**config.mk**
```make
export PLATFORM = sky130hd
export DESIGN_NAME = seq_detector_param
export DESIGN_NICKNAME = d
export VERILOG_FILES = /design/src/rtl/seq_det_pkg.sv /design/src/rtl/seq_det_history.sv /design/src/rtl/seq_detector_param.sv
export SDC_FILE = /design/constraint.sdc
export NUM_CORES = 1
export LEC_CHECK = 0
export CAP_MARGIN = 10
export CORE_ASPECT_RATIO = 2
export CORE_MARGIN = 2
export CORE_UTILIZATION = 48
export CTS_CLUSTER_SIZE = 10
export DETAILED_ROUTE_END_ITERATION = 10
export PLACE_DENSITY = 0.75
export SKIP_CTS_REPAIR_TIMING = 1
export SLEW_MARGIN = 10
export SYNTH_ARGS = -nofsm -noshare
export SYNTH_HDL_FRONTEND = slang
export SYNTH_SLANG_ARGS = --single-unit
```
**constraint.sdc**
```tcl
create_clock -name clk -period 2.6 [get_ports clk]
set_input_delay 0.52 -clock clk [delete_from_list [all_inputs] [get_ports clk]]
set_output_delay 0.52 -clock clk [all_outputs]
set_load 0.02 [all_outputs]
```
**src/rtl/seq_det_pkg.sv**
```systemverilog
// seq_det_pkg: shared definitions for the parametrised serial sequence detector.
//   DEF_MAX_LEN / DEF_CNT_W : default pattern length limit and hit-counter width
//   mode_e                  : detection mode (overlapping / non-overlapping)
//   clamp_len()             : limits a requested pattern length to the supported maximum
package seq_det_pkg;

  localparam int DEF_MAX_LEN = 8;
  localparam int DEF_CNT_W   = 8;

  typedef enum logic {
    NON_OVERLAP = 1'b0,
    OVERLAP     = 1'b1
  } mode_e;

  function automatic int unsigned clamp_len(input int unsigned len,
                                            input int unsigned max_len);
    return (len > max_len) ? max_len : len;
  endfunction

endpackage

```
**src/rtl/seq_det_history.sv**
```systemverilog
// seq_det_history: serial history shift register with a saturating fill counter.
//   clk, rst_n : clock, asynchronous active-low reset
//   shift      : consume x this edge (history shifts left, fill counts up to MAX_LEN)
//   clear      : zero history and fill (wins over shift)
//   restart    : with shift, keep the shifted history but mark it invalid (fill=0)
//   x          : serial input bit
//   history    : most recent bits, newest in bit 0
//   fill       : number of valid bits in history, saturating at MAX_LEN
module seq_det_history
  import seq_det_pkg::*;
#(
  parameter int MAX_LEN = DEF_MAX_LEN,
  parameter int FILL_W  = $clog2(MAX_LEN + 1)
) (
  input  logic               clk,
  input  logic               rst_n,
  input  logic               shift,
  input  logic               clear,
  input  logic               restart,
  input  logic               x,
  output logic [MAX_LEN-1:0] history,
  output logic [FILL_W-1:0]  fill
);

  function automatic logic [FILL_W-1:0] sat_fill(input logic [FILL_W-1:0] f);
    return (f == FILL_W'(MAX_LEN)) ? f : f + FILL_W'(1);
  endfunction

  always_ff @(posedge clk or negedge rst_n) begin
    if (!rst_n) begin
      history <= '0;
      fill    <= '0;
    end else if (clear) begin
      history <= '0;
      fill    <= '0;
    end else if (shift) begin
      history <= {history[MAX_LEN-2:0], x};
      fill    <= restart ? '0 : sat_fill(fill);
    end
  end

endmodule

```
**src/rtl/seq_detector_param.sv**
```systemverilog
// seq_detector_param: runtime-programmable serial bit-sequence detector.
//   clk, rst_n   : clock, asynchronous active-low reset
//   en           : sample enable for x
//   x            : serial data bit
//   cfg_we       : latch cfg_pattern / cfg_len / cfg_overlap and restart the history
//   cfg_pattern  : pattern, bit [len-1] is the first bit received
//   cfg_len      : pattern length (clamped to MAX_LEN, 0 disables detection)
//   cfg_overlap  : 1 = overlapping matches allowed
//   cnt_clr      : synchronous clear of hit_cnt (wins over an increment)
//   z            : registered one-cycle match pulse
//   hit_cnt      : saturating match counter
//   busy         : detector enabled but history not yet holding len valid bits
module seq_detector_param
  import seq_det_pkg::*;
#(
  parameter int MAX_LEN = DEF_MAX_LEN,
  parameter int CNT_W   = DEF_CNT_W,
  parameter int LEN_W   = $clog2(MAX_LEN + 1)
) (
  input  logic               clk,
  input  logic               rst_n,
  input  logic               en,
  input  logic               x,
  input  logic               cfg_we,
  input  logic [MAX_LEN-1:0] cfg_pattern,
  input  logic [LEN_W-1:0]   cfg_len,
  input  logic               cfg_overlap,
  input  logic               cnt_clr,
  output logic               z,
  output logic [CNT_W-1:0]   hit_cnt,
  output logic               busy
);

  logic [MAX_LEN-1:0] pattern;
  logic [LEN_W-1:0]   len;
  mode_e              mode;

  logic [MAX_LEN-1:0] history;
  logic [LEN_W-1:0]   fill;
  logic [MAX_LEN-1:0] hist_nxt;
  logic [LEN_W-1:0]   fill_nxt;
  logic [MAX_LEN-1:0] mask;
  logic               sample;
  logic               match;
  logic               hit;
  logic               restart;

  function automatic logic [CNT_W-1:0] sat_inc(input logic [CNT_W-1:0] c);
    return (&c) ? c : c + CNT_W'(1);
  endfunction

  // A configuration write owns the edge: x is dropped and no match can fire.
  assign sample = en & ~cfg_we;

  // Match is judged on the values the history will hold after this edge,
  // so z can be registered with one clock of latency from the last bit.
  assign hist_nxt = MAX_LEN'({history, x});
  assign fill_nxt = (fill == LEN_W'(MAX_LEN)) ? fill : fill + LEN_W'(1);

  always_comb begin
    mask = '0;
    for (int i = 0; i < MAX_LEN; i++) begin
      mask[i] = (i < int'(len));
    end
  end

  assign match   = (len != '0) && (fill_nxt >= len) &&
                   (((hist_nxt ^ pattern) & mask) == '0);
  assign hit     = sample & match;
  // Non-overlapping mode: the matched bits may not seed the next match.
  assign restart = hit & (mode == NON_OVERLAP);

  seq_det_history #(
    .MAX_LEN (MAX_LEN),
    .FILL_W  (LEN_W)
  ) u_history (
    .clk     (clk),
    .rst_n   (rst_n),
    .shift   (sample),
    .clear   (cfg_we),
    .restart (restart),
    .x       (x),
    .history (history),
    .fill    (fill)
  );

  always_ff @(posedge clk or negedge rst_n) begin
    if (!rst_n) begin
      pattern <= '0;
      len     <= '0;
      mode    <= OVERLAP;
    end else if (cfg_we) begin
      pattern <= cfg_pattern;
      len     <= LEN_W'(clamp_len(32'(cfg_len), 32'(MAX_LEN)));
      mode    <= mode_e'(cfg_overlap);
    end
  end

  always_ff @(posedge clk or negedge rst_n) begin
    if (!rst_n) begin
      z       <= 1'b0;
      hit_cnt <= '0;
    end else begin
      z <= hit;
      if (cnt_clr) begin
        hit_cnt <= '0;
      end else if (hit) begin
        hit_cnt <= sat_inc(hit_cnt);
      end
    end
  end

  assign busy = (len != '0) && (fill < len);

endmodule

```
==> impl_metrics.yaml <==
final_layout:
  final_common_cell: "dfrtp_1"
  fill_cells: 312
  diodes: 0
  most-common-layout-cells: "32 x dfrtp_1, 27 x clkdlybuf4s50_1, 12 x buf_4"
  final_cells: 264
  nets: 244
  drive_above_1_share: 0.1953
  area_delta_synth_final_pct: 27.98
critical_path:
  slowest_stage: "clkdlybuf4s50_1"
  cp_cell_sequence: "clkdlybuf4s50_1 -> nand2b_1 -> or3_1 -> nor4_4 -> nand3_2 -> buf_4 -> nor4_2 -> mux2_1"
  cp-start-kind: "primary input"
  r2r-end: "hit_cnt[5]"
  crit_path_end_kind: "register"
  worstPathBufferInverterCount: 2
  path_delay_family: "simple AND/OR/NAND/NOR gates"
  path_class: "in2reg"
  r2r_cells: 13
  worstPathRequired_ps: 2770
  cp_max_fo: 4
  cp.arrival_ps: 2740
  slowest_delay_ps: 430
  timing.reg2reg.setup_slack_ps: 80
  reg2reg_from: "u_history.fill[1]"
power:
  pwr_density_cell_nw_per_um2: 487.6
  p_comb_frac: 0.171
  power_switching_w: 0.0002990
  leakagePower_nw: 0.9798
  p_int_w: 0.0008480
  ir_drop_mv: 0.5082
  swShare: 0.2607
  p_seq_frac: 0.489
  p_clk_frac: 0.340
grt:
  grt_max_degree: 34
  first_global_vias: 1535
  met2_usage: 0.3733
  met1_usage: 0.2190
  track_usage: 0.2124
  gr-usage-met3: 0.03976
  grt_first_pass_wirelength_um: 6741
  busiest_layer: "met2"
  grt_overflow: 0
  antenna_found_initial: 0
min_path:
  hold_start: "pattern[4]"
  hp-class: "reg2reg"
  hold_path_depth: 1
  hold_end: "pattern[4]"
timing:
  rsz0062_at_grt: "yes"
  final_hold_viol_count: 0
  min_period_over_period: 0.9904
  fmaxAchievable_mhz: 388.3
  tightest_slew_ps: 414.3
  finClkSkew_ps: 6.333
  setup_viol: 0
  period_needed_ps: 2575
  whs_ps: 536.8
  slew_headroom: 0.7238
  slew_violations: 0
  setup_ws_ps: 24.85
logic_synthesis:
  yosys.area.top_type_share: 0.4357
  synth_top_family_by_area: "simple AND/OR/NAND/NOR gates"
  synth_ff_type: "dfrtp_1"
  netlist_instances: 174
  syn_area_um2: 1838
  synthArstFlopShare: 1.000
  synth.largest_area_cell: "dfrtp_1"
  synthMuxAreaShare: 0.1048
  syn_nets: 203
  synthAdderAreaFrac: 0.06807
  synth_edf_count: 0
  synth_compound_area_frac: 0.1116
  yosys_warnings: 0
  synth_xor_area_frac: 0.05242
  synth_cell_types: 46
  ys_seq_elements: 33
  synth-simple-area-share: 0.1763
  yosysSeqAreaShare: 0.4500
  synth_top_cells_by_area: "dfrtp_1 44%, ha_1 6.8%, mux2_2 5.5%"
  syn_area_per_cell_um2: 10.56
job:
  drv_cap: 0
place:
  hpwl_um: 3067
  placed_cells: 253
  io_buffers: 28
  place_ws_ps: -227.4
  place_congestion: 0.8402
die:
  die_y_um: 91.51
  start_util: 0.5041
  boundaryPins: 29
  die_x_um: 47.76
  dieArea_um2: 4370
  placementRows: 31
  core_area_um2: 3646
clock_tree:
  path_clk_slew_ps: 70
  cts_buffers: 5
  cts_root_buf: "clkbuf_8"
  cts_tree: "built"
  cts.sinks: 33
  clkLatencyLatePin_ps: 280
  clock_path_buffers: 2
  htree_levels: 2
routing:
  drc: 0
  routed_wl_um: 3991
  wl_per_cell_um: 15.12
  vias: 1480
  drtAntennaViolNets: 0
  firstDrtPassIters: 4
  drt_iter0_markers: 24
  via_per_inst: 5.606
run_status:
  run_status: "finished clean"
==> logic make-up after synthesis <==
group / after synthesis
xor gates and xnor gates: 11
muxes: 18
DFF: 33
AOI/OAI and AO/OA: 32
and+or+nand+nor: 54
adders and majority gates: 10
buffers and inverters: 16
==> synth_stat cells, types with 2 or more instances <==
library cell,n
nand2_1,7
a211oi_1,2
o21ai_1,3
ha_1,10
dfrtp_1,32
o32ai_1,3
mux2_2,9
nor2_1,12
nor3_1,3
inv_1,8
buf_1,2
xnor2_1,9
mux2i_1,8
nand3b_1,4
nor2b_1,2
xor2_1,2
o21ai_0,6
nand2b_1,4
a21oi_1,7
o31ai_1,4
or4_1,3
nand3_1,5
clkbuf_1,4
or3_1,3
==> through the flow <==
stage               utilization  total power, W  instance area (um2)  setup TNS, ps
CTS                      0.6307        0.001149                 2300         -241.6
floorplan                     -       0.0006778                 1838              0
global placement         0.6071       0.0007519                 2213         -859.8
global route             0.6452        0.001192                 2352         -256.3
detailed placement       0.6071       0.0007611                 2213          -1791
finish                   0.6452        0.001147                 2352              0
==> power groups by stage <==
stage / combinational, W / clock, W / sequential (W)
2_1_floorplan: 0.000111 / 0 / 0.000567
3_3_place_gp: 0.000183 / 0 / 0.000569
3_5_place_dp: 0.000190 / 0 / 0.000572
4_1_cts: 0.000191 / 0.000396 / 0.000562
5_1_grt: 0.000220 / 0.000408 / 0.000563
6_report: 0.000196 / 0.000390 / 0.000561
==> worst max path at each step <==
stage                      start    endpoint  depth (start not counted)
6_report                  cfg_we  hit_cnt[5]                          8
5_1_grt        u_history.fill[1]  hit_cnt[5]                         12
4_1_cts                   len[1]        busy                          7
3_5_place_dp              cfg_we  hit_cnt[0]                          8
3_3_place_gp              cfg_we  hit_cnt[5]                          7
2_1_floorplan  u_history.fill[0]  hit_cnt[5]                         13
==> layout make-up <==
| type | count | area (um2) | share of cell area |
|---|---|---|---|
| Clock buffer | 7 | 86.33 | 0.03670 |
| Inverter | 9 | 33.78 | 0.01436 |
| Multi-Input combinational cell | 125 | 967.2 | 0.4112 |
| Sequential cell | 33 | 827.0 | 0.3516 |
| Tap cell | 49 | 61.31 | 0.02606 |
| Timing Repair Buffer | 41 | 376.6 | 0.1601 |
==> registers in the layout, indices dropped and copies added (netlist names) <==
signal	cells
hit_cnt	8
pattern	8
u_history.history	7
len	4
u_history.fill	4
mode	1
z	1
==> layer usage <==
layer  vias up  share of wire
met2        42           0.59
met1       718           0.34
met5         -              0
met4         0          0.025
li1        710              -
met3        10          0.040
Note: power is estimated with default switching activity, not from simulation.
